`config.mk`:
```
export PLATFORM = sky130hd
export DESIGN_NAME = fetch_stage
export DESIGN_NICKNAME = d
export VERILOG_FILES = /design/src/rtl/fetch_stage.sv
export SDC_FILE = /design/constraint.sdc
export NUM_CORES = 1
export LEC_CHECK = 0
export CAP_MARGIN = 30
export CORE_MARGIN = 3
export CORE_UTILIZATION = 42
export CTS_CLUSTER_DIAMETER = 100
export CTS_CLUSTER_SIZE = 10
export DETAILED_ROUTE_END_ITERATION = 8
export PLACE_DENSITY = 0.74
export RECOVER_POWER = 25
export SETUP_SLACK_MARGIN = 0.4
export SLEW_MARGIN = 15
export SYNTH_ARGS = -nofsm -noshare
export SYNTH_HDL_FRONTEND = slang
export SYNTH_SLANG_ARGS = --single-unit
export TNS_END_PERCENT = 20
```
`constraint.sdc`:
```
create_clock -name clk -period 4.4 [get_ports clk]
set_input_delay 0.88 -clock clk [delete_from_list [all_inputs] [get_ports clk]]
set_output_delay 0.88 -clock clk [all_outputs]
set_load 0.02 [all_outputs]
```
`src/rtl/fetch_stage.sv`:
```
// ---------------------------------------------------------------------------
// fetch_stage
//
// Purpose:
//   Instruction-fetch stage of a simple ARM-style pipeline. Holds the program
//   counter, presents a word-aligned fetch address to a combinational
//   instruction memory, and registers the returned word together with its
//   address into the IF/ID pipeline register. Downstream can freeze the stage
//   (stall) or redirect it to a new target (redirect / redirect_pc).
//
//   Sequencing is a four-state machine:
//     BOOT  - single cycle after reset, no fetch, redirects ignored
//     RUN   - normal streaming fetch, one instruction per cycle
//     HELD  - entered on a stalled cycle; IF/ID and PC frozen while stall is
//             high, and streaming resumes in the first cycle stall is low
//     FLUSH - single cycle after a redirect; PC holds the new target and
//             IF/ID stays invalid, then fetch resumes (or holds on stall)
//
// Parameters:
//   RESET_PC    - first fetch address after reset (low two bits ignored)
//   IMEM_WORDS  - instruction memory depth in 32-bit words; fetches at or
//                 beyond IMEM_WORDS*4 are flagged via oob_d
//
// Ports:
//   clk          in   1   clock, all state updates on rising edge
//   reset        in   1   asynchronous active-high reset
//   stall        in   1   freeze PC and IF/ID register
//   redirect     in   1   branch / PC-write request (beats stall)
//   redirect_pc  in  32   branch target (low two bits cleared internally)
//   imem_addr    out 32   byte address to instruction memory
//   imem_rd      in  32   instruction word for imem_addr (combinational)
//   instr_d      out 32   registered instruction for decode
//   pc_d         out 32   registered address of instr_d
//   pc_plus8_d   out 32   pc_d + 8 (architectural PC read value)
//   valid_d      out  1   qualifies instr_d / pc_d
//   oob_d        out  1   pc_d lies at or beyond the end of instruction memory
//
// Optional feature (macro FETCH_PERF_COUNTERS_EN):
//   fetch_count  out 32   saturating count of cycles that load a valid fetch
//   bubble_count out 32   saturating count of cycles spent in BOOT/HELD/FLUSH
// ---------------------------------------------------------------------------
module fetch_stage #(
  parameter logic [31:0] RESET_PC   = 32'h00000000,
  parameter int unsigned IMEM_WORDS = 64
) (
  input  logic        clk,
  input  logic        reset,
  input  logic        stall,
  input  logic        redirect,
  input  logic [31:0] redirect_pc,
  output logic [31:0] imem_addr,
  input  logic [31:0] imem_rd,
  output logic [31:0] instr_d,
  output logic [31:0] pc_d,
  output logic [31:0] pc_plus8_d,
  output logic        valid_d,
  output logic        oob_d
`ifdef FETCH_PERF_COUNTERS_EN
  ,
  output logic [31:0] fetch_count,
  output logic [31:0] bubble_count
`endif
);

  // End of instruction memory in bytes; one extra bit so the comparison
  // stays exact even for very large IMEM_WORDS values.
  localparam logic [32:0] LP_IMEM_BYTES = 33'(IMEM_WORDS) * 33'd4;

  typedef enum logic [1:0] {
    ST_BOOT  = 2'd0,
    ST_RUN   = 2'd1,
    ST_HELD  = 2'd2,
    ST_FLUSH = 2'd3
  } state_t;

  // -------------------------------------------------------------------------
  // Helper functions
  // -------------------------------------------------------------------------

  // Clear the byte-offset bits so every fetch address is word aligned.
  function automatic logic [31:0] f_word_align(input logic [31:0] addr);
    return {addr[31:2], 2'b00};
  endfunction

  // Sequential next PC; 32-bit addition wraps modulo 2^32 by construction.
  function automatic logic [31:0] f_pc_incr(input logic [31:0] pc);
    return pc + 32'd4;
  endfunction

  // Architectural read value of the PC (two instructions ahead), wrapping.
  function automatic logic [31:0] f_pc_plus8(input logic [31:0] pc);
    return pc + 32'd8;
  endfunction

  // Fetch address falls outside the populated instruction memory.
  function automatic logic f_oob(input logic [31:0] pc);
    return ({1'b0, pc} >= LP_IMEM_BYTES);
  endfunction

  // -------------------------------------------------------------------------
  // State
  // -------------------------------------------------------------------------
  state_t      r_state;
  logic [31:0] r_pc;
  logic [31:0] r_instr_d;
  logic [31:0] r_pc_d;
  logic [31:0] r_pc_plus8_d;
  logic        r_valid_d;
  logic        r_oob_d;

  logic        w_take_redirect;
  logic [31:0] w_redirect_pc;
  logic [31:0] w_pc_next;

  // A redirect only takes effect once the boot cycle has completed.
  assign w_take_redirect = redirect & (r_state != ST_BOOT);
  assign w_redirect_pc   = f_word_align(redirect_pc);
  assign w_pc_next       = f_pc_incr(r_pc);

  // Fetch address comes straight from the PC register (already aligned,
  // masked again so bits [1:0] are zero by construction).
  assign imem_addr = f_word_align(r_pc);

  // -------------------------------------------------------------------------
  // Fetch sequencing: PC, IF/ID register and state machine
  // -------------------------------------------------------------------------
  // Single registered FSM updating PC, IF/ID outputs and state together.
  always_ff @(posedge clk or posedge reset) begin
    if (reset) begin
      r_state      <= ST_BOOT;
      r_pc         <= f_word_align(RESET_PC);
      r_instr_d    <= 32'h00000000;
      r_pc_d       <= 32'h00000000;
      r_pc_plus8_d <= 32'h00000008;  // tracks pc_d + 8 with pc_d = 0
      r_valid_d    <= 1'b0;
      r_oob_d      <= 1'b0;
    end else begin
      case (r_state)
        ST_BOOT: begin
          // No fetch and no redirect in the boot cycle; PC stays at RESET_PC.
          r_state <= ST_RUN;
        end

        ST_RUN, ST_HELD: begin
          if (w_take_redirect) begin
            // Redirect beats stall; the in-flight IF/ID entry is squashed.
            r_pc      <= w_redirect_pc;
            r_valid_d <= 1'b0;
            r_state   <= ST_FLUSH;
          end else if (stall) begin
            // Everything holds; HELD records that this cycle was frozen.
            r_state <= ST_HELD;
          end else begin
            // Stream one instruction: imem_rd belongs to the current PC.
            r_instr_d    <= imem_rd;
            r_pc_d       <= r_pc;
            r_pc_plus8_d <= f_pc_plus8(r_pc);
            r_valid_d    <= 1'b1;
            r_oob_d      <= f_oob(r_pc);
            r_pc         <= w_pc_next;
            r_state      <= ST_RUN;
          end
        end

        ST_FLUSH: begin
          if (w_take_redirect) begin
            // Back-to-back redirect: newest target wins, flush restarts.
            r_pc      <= w_redirect_pc;
            r_valid_d <= 1'b0;
            r_state   <= ST_FLUSH;
          end else if (stall) begin
            r_state <= ST_HELD;
          end else begin
            r_state <= ST_RUN;
          end
        end

        default: begin
          // Unreachable encoding: recover through a clean boot cycle.
          r_state   <= ST_BOOT;
          r_valid_d <= 1'b0;
        end
      endcase
    end
  end

  assign instr_d    = r_instr_d;
  assign pc_d       = r_pc_d;
  assign pc_plus8_d = r_pc_plus8_d;
  assign valid_d    = r_valid_d;
  assign oob_d      = r_oob_d;

`ifdef FETCH_PERF_COUNTERS_EN
  // -------------------------------------------------------------------------
  // Performance counters
  // -------------------------------------------------------------------------

  // Increment that sticks at all-ones instead of wrapping.
  function automatic logic [31:0] f_sat_inc(input logic [31:0] cnt);
    return (cnt == 32'hFFFFFFFF) ? cnt : (cnt + 32'd1);
  endfunction

  logic        w_fetch;
  logic        w_bubble;
  logic [31:0] r_fetch_count;
  logic [31:0] r_bubble_count;

  // Same condition that loads valid_d with 1 in the sequencing block.
  assign w_fetch  = ~w_take_redirect & ~stall &
                    ((r_state == ST_RUN) | (r_state == ST_HELD));
  assign w_bubble = (r_state == ST_BOOT) | (r_state == ST_HELD) |
                    (r_state == ST_FLUSH);

  // Saturating fetch and bubble counters.
  always_ff @(posedge clk or posedge reset) begin
    if (reset) begin
      r_fetch_count  <= 32'h00000000;
      r_bubble_count <= 32'h00000000;
    end else begin
      if (w_fetch) begin
        r_fetch_count <= f_sat_inc(r_fetch_count);
      end else begin
        r_fetch_count <= r_fetch_count;
      end
      if (w_bubble) begin
        r_bubble_count <= f_sat_inc(r_bubble_count);
      end else begin
        r_bubble_count <= r_bubble_count;
      end
    end
  end

  assign fetch_count  = r_fetch_count;
  assign bubble_count = r_bubble_count;
`endif

endmodule

```
==> qor.json <==
{
  "synthesis": {
    "count_of_mapped_cells_out_of_synthesis": 714,
    "dominantRegCellSynth": "dfrtp_1",
    "syn_avg_cell_area_sq_um": 8.74,
    "synth_area_leader_cell": "dfrtp_1",
    "synth-xor-area-share_pct": 3.79,
    "share_of_synthesized_flip_flops_with_an_asynchronous_set_or_reset_pct": 100,
    "yosys_register_bits": 125,
    "synthTopCellsByCount": "nand2_1 (235), dfrtp_1 (124), o21ai_0 (52)",
    "synth.mux.area_fraction_pct": 0,
    "yosys_warnings": 0,
    "synth_sequential_area_ratio_pct": 50.1,
    "yosysTopAreaCellShare_pct": 49.7,
    "yosys-top-cells-area": "dfrtp_1 (50%), nand2_1 (14%), o21ai_0 (4.2%)",
    "synth.distinct_cells": 53,
    "count_of_flip_flops_with_a_built_in_enable_after_synthesis": 0,
    "netlist_area_sq_um": 6240,
    "synth-compound-area-share_pct": 11.2,
    "synthAdderAreaFrac_pct": 1.00,
    "dominant_combinational_cell_family_by_area_after_synthesis": "simple AND/OR/NAND/NOR gates",
    "synth_simple_gate_area_share_pct": 26.1,
    "synth.most_common_cell": "nand2_1"
  },
  "setup_path": {
    "worstSetupPathType": "in -> async",
    "critical-path-top-delay-family": "buffers and inverters",
    "cpMaxStageDelayCell": "clkbuf_1",
    "critical_path_buf_inv_count": 3,
    "path_max_fanout": 28,
    "cp.required_ns": 4.65,
    "cp_cell_sequence": "dlygate4sd3_1 -> clkinvlp_2 -> clkbuf_1",
    "critPathCaptureType": "asynchronous set/reset pin",
    "cp_data_arrival_time_ns": 3.22,
    "timing.critical_path.from_type": "primary input",
    "critPathMaxStageDelay_ns": 1.17
  },
  "cts": {
    "ctsResizeCount": 0,
    "cts_hold_repair.buffers": 0,
    "cts-buffers-inserted": 17,
    "clock_tree_from_tritoncts": "built",
    "clock_tree.root_cell": "clkbuf_16",
    "cts_num_sinks": 125,
    "clkSlewWorstSetupHoldPaths_ns": 0.05,
    "worstSkewPairLatency_ns": 0.42,
    "cts-htree-levels": 4,
    "cts_max_path_buffers": 2,
    "post_cts.repair.setup_buffers": 0
  },
  "grt": {
    "number_of_global_route_vias_before_repair": 5377,
    "grt_pass1_wl_mm": 29.5,
    "gr-total-overflow": 0,
    "grtUsageTotal_pct": 23.0,
    "antenna_found_initial": 0,
    "largest_net_degree_at_the_start_of_global_routing": 80
  },
  "timing": {
    "fmax_mhz": 337,
    "final.period_utilization_pct": 67.4,
    "worst_slack_ns": 1.43,
    "maxSlewHeadroom_pct": -1.38,
    "timing.final.crit_period_ns": 2.97,
    "hold_violations": 0,
    "rsz0062_at_grt": "false",
    "timing.clock.skew_ns": 0.00646,
    "pins_over_their_slew_limit": 29,
    "final_setup_violations": 0,
    "worst_pin_slew_ns": 1.52,
    "fin_tns_setup_ns": 0
  },
  "placement": {
    "io_port_bufs": 189,
    "placement.cell_area_sq_um": 8060,
    "final_estimated_routing_congestion_in_global_placement": 0.897,
    "place.detailed.hpwl_mm": 12.9,
    "pre_cts_worst_setup_slack_ns": 1.09,
    "placed_cells_incl_taps": 1032
  },
  "min_path": {
    "hp_class": "reg -> reg"
  },
  "layout": {
    "utilization_pct": 61.0,
    "post_route_cells_drive_above_1_share_pct": 7.01,
    "area_delta_synth_final_pct": 38.8,
    "fin_area_sq_um": 8660,
    "n_fill_cell": 1263,
    "net_total_in_the_final_layout": 945,
    "fin_cells": 1065,
    "insertedDiodeCount": 0
  },
  "power_and_ir_drop": {
    "irDropWorstVdd_mv": 0.292,
    "leakagePower_nw": 3.76,
    "p_per_area_nw_per_um2": 604
  },
  "routing": {
    "detailedRoute.firstIterationViolations": 601,
    "num_vias": 5707,
    "detailroute.wirelength.met3_mm": 1.41,
    "remaining_drc_errors": 0,
    "dr.max_layer_used": "met4",
    "via_per_inst": 5.36,
    "total_routed_length_mm": 18.6,
    "met2_wirelength_mm": 8.53,
    "route.detailed.wl_per_inst_um": 17.5,
    "drt.antenna.violating_nets": 0,
    "detailedRoute.firstPassIterationCount": 5,
    "wirelength_met1_mm": 8.13
  },
  "die": {
    "floorplan.die.height_um": 128,
    "die_width_um": 128,
    "dieArea_sq_um": 16400,
    "fp.coreArea_sq_um": 14200,
    "pin_count": 198,
    "rows": 43,
    "start_util_pct": 43.9
  },
  "status": {
    "failed_checks": "capacitance limit, slew limit",
    "run_status": "finished with violations"
  },
  "run": {
    "max-cap-violations": 1
  }
}
[cell type report]
class	count	area (sq um)	share of cell area, %
Clock buffer	20	457	5.27
Clock inverter	12	144	1.66
Inverter	9	35.0	0.404
Multi-Input combinational cell	519	2670	30.8
Sequential cell	125	3130	36.1
Tap cell	180	225	2.60
Timing Repair Buffer	200	2010	23.2
[per-stage QoR]
| step | hold WS, ns | power [mW] |
|---|---|---|
| floorplan | 0.513 | 2.89 |
| global placement | 0.457 | 3.79 |
| detailed placement | 0.461 | 3.82 |
| CTS | 0.475 | 5.26 |
| global route | 0.492 | 5.51 |
| finish | 0.470 | 5.24 |
[worst register-to-register path, delay by kind of cell, from the launching register on]
kind            cells  cell delay [ns]
fa+ha+maj           1             0.22
compound gates      3             0.83
simple gates        2             0.65
buf+inv             2             0.42
flops               1             0.34
[logic make-up after synthesis]
group	count (synthesis)
AO/OA/AOI/OAI	122
buffers and inverters	75
flip-flops	125
AND/OR/NAND/NOR	359
adder cells (fa/ha/maj)	5
other	1
XOR/XNOR	27
[worst paths after layout]
kind | start | end | slack [ns] | cells past startpoint
min in group asynchronous | reset | instr_d[19]$_DFFE_PP0P_ | 1.10 | 2
min | pc_d[26]$_DFFE_PP0P_ | pc_d[26]$_DFFE_PP0P_ | 0.47 | 2
max | reset | r_pc[29]$_DFFE_PP0P_ | 1.43 | 3
max reg2reg | r_state[0]$_DFF_PP0_ | r_pc[9]$_DFFE_PP0P_ | 1.82 | 8
min reg2reg | pc_d[26]$_DFFE_PP0P_ | pc_d[26]$_DFFE_PP0P_ | 0.47 | 2
max in group clk | redirect | r_pc[9]$_DFFE_PP0P_ | 1.44 | 7
[placed cells by master (no fill, tap or decap), drive strengths merged, types with 5 or more instances in the layout]
master,instances
clkdlybuf4s50,187
clkinv,7
a21oi,35
nand4,17
o21ai,53
inv,8
o22ai,11
a2bb2oi,5
or3,7
clkbuf,22
nand2,235
ha,5
nor4,14
and3,10
nor3,18
xor2,12
nor2,24
xnor2,15
buf,9
conb,6
nand3,21
dfrtp,124
[power by group]
part	internal (mW)	leakage, nW	switching, mW
Sequential	1.50	1.51	0.369
Combinational	0.894	1.96	1.04
Clock	0.914	0.295	0.514
[registers in the layout, summed over array words and instances (netlist names)]
| register | cells |
|---|---|
| instr_d | 32 |
| pc_d | 30 |
| r_pc | 30 |
| pc_plus8_d | 29 |
| r_state | 2 |
| oob_d | 1 |
| valid_d | 1 |
[per-layer routing]
layer	vias up	track usage (%)
met2	252	33.9
met1	2699	32.6
met4	0	9.36
met5	-	0
li1	2717	-
met3	39	5.33
No activity file was read; power rests on OpenSTA's default activity.
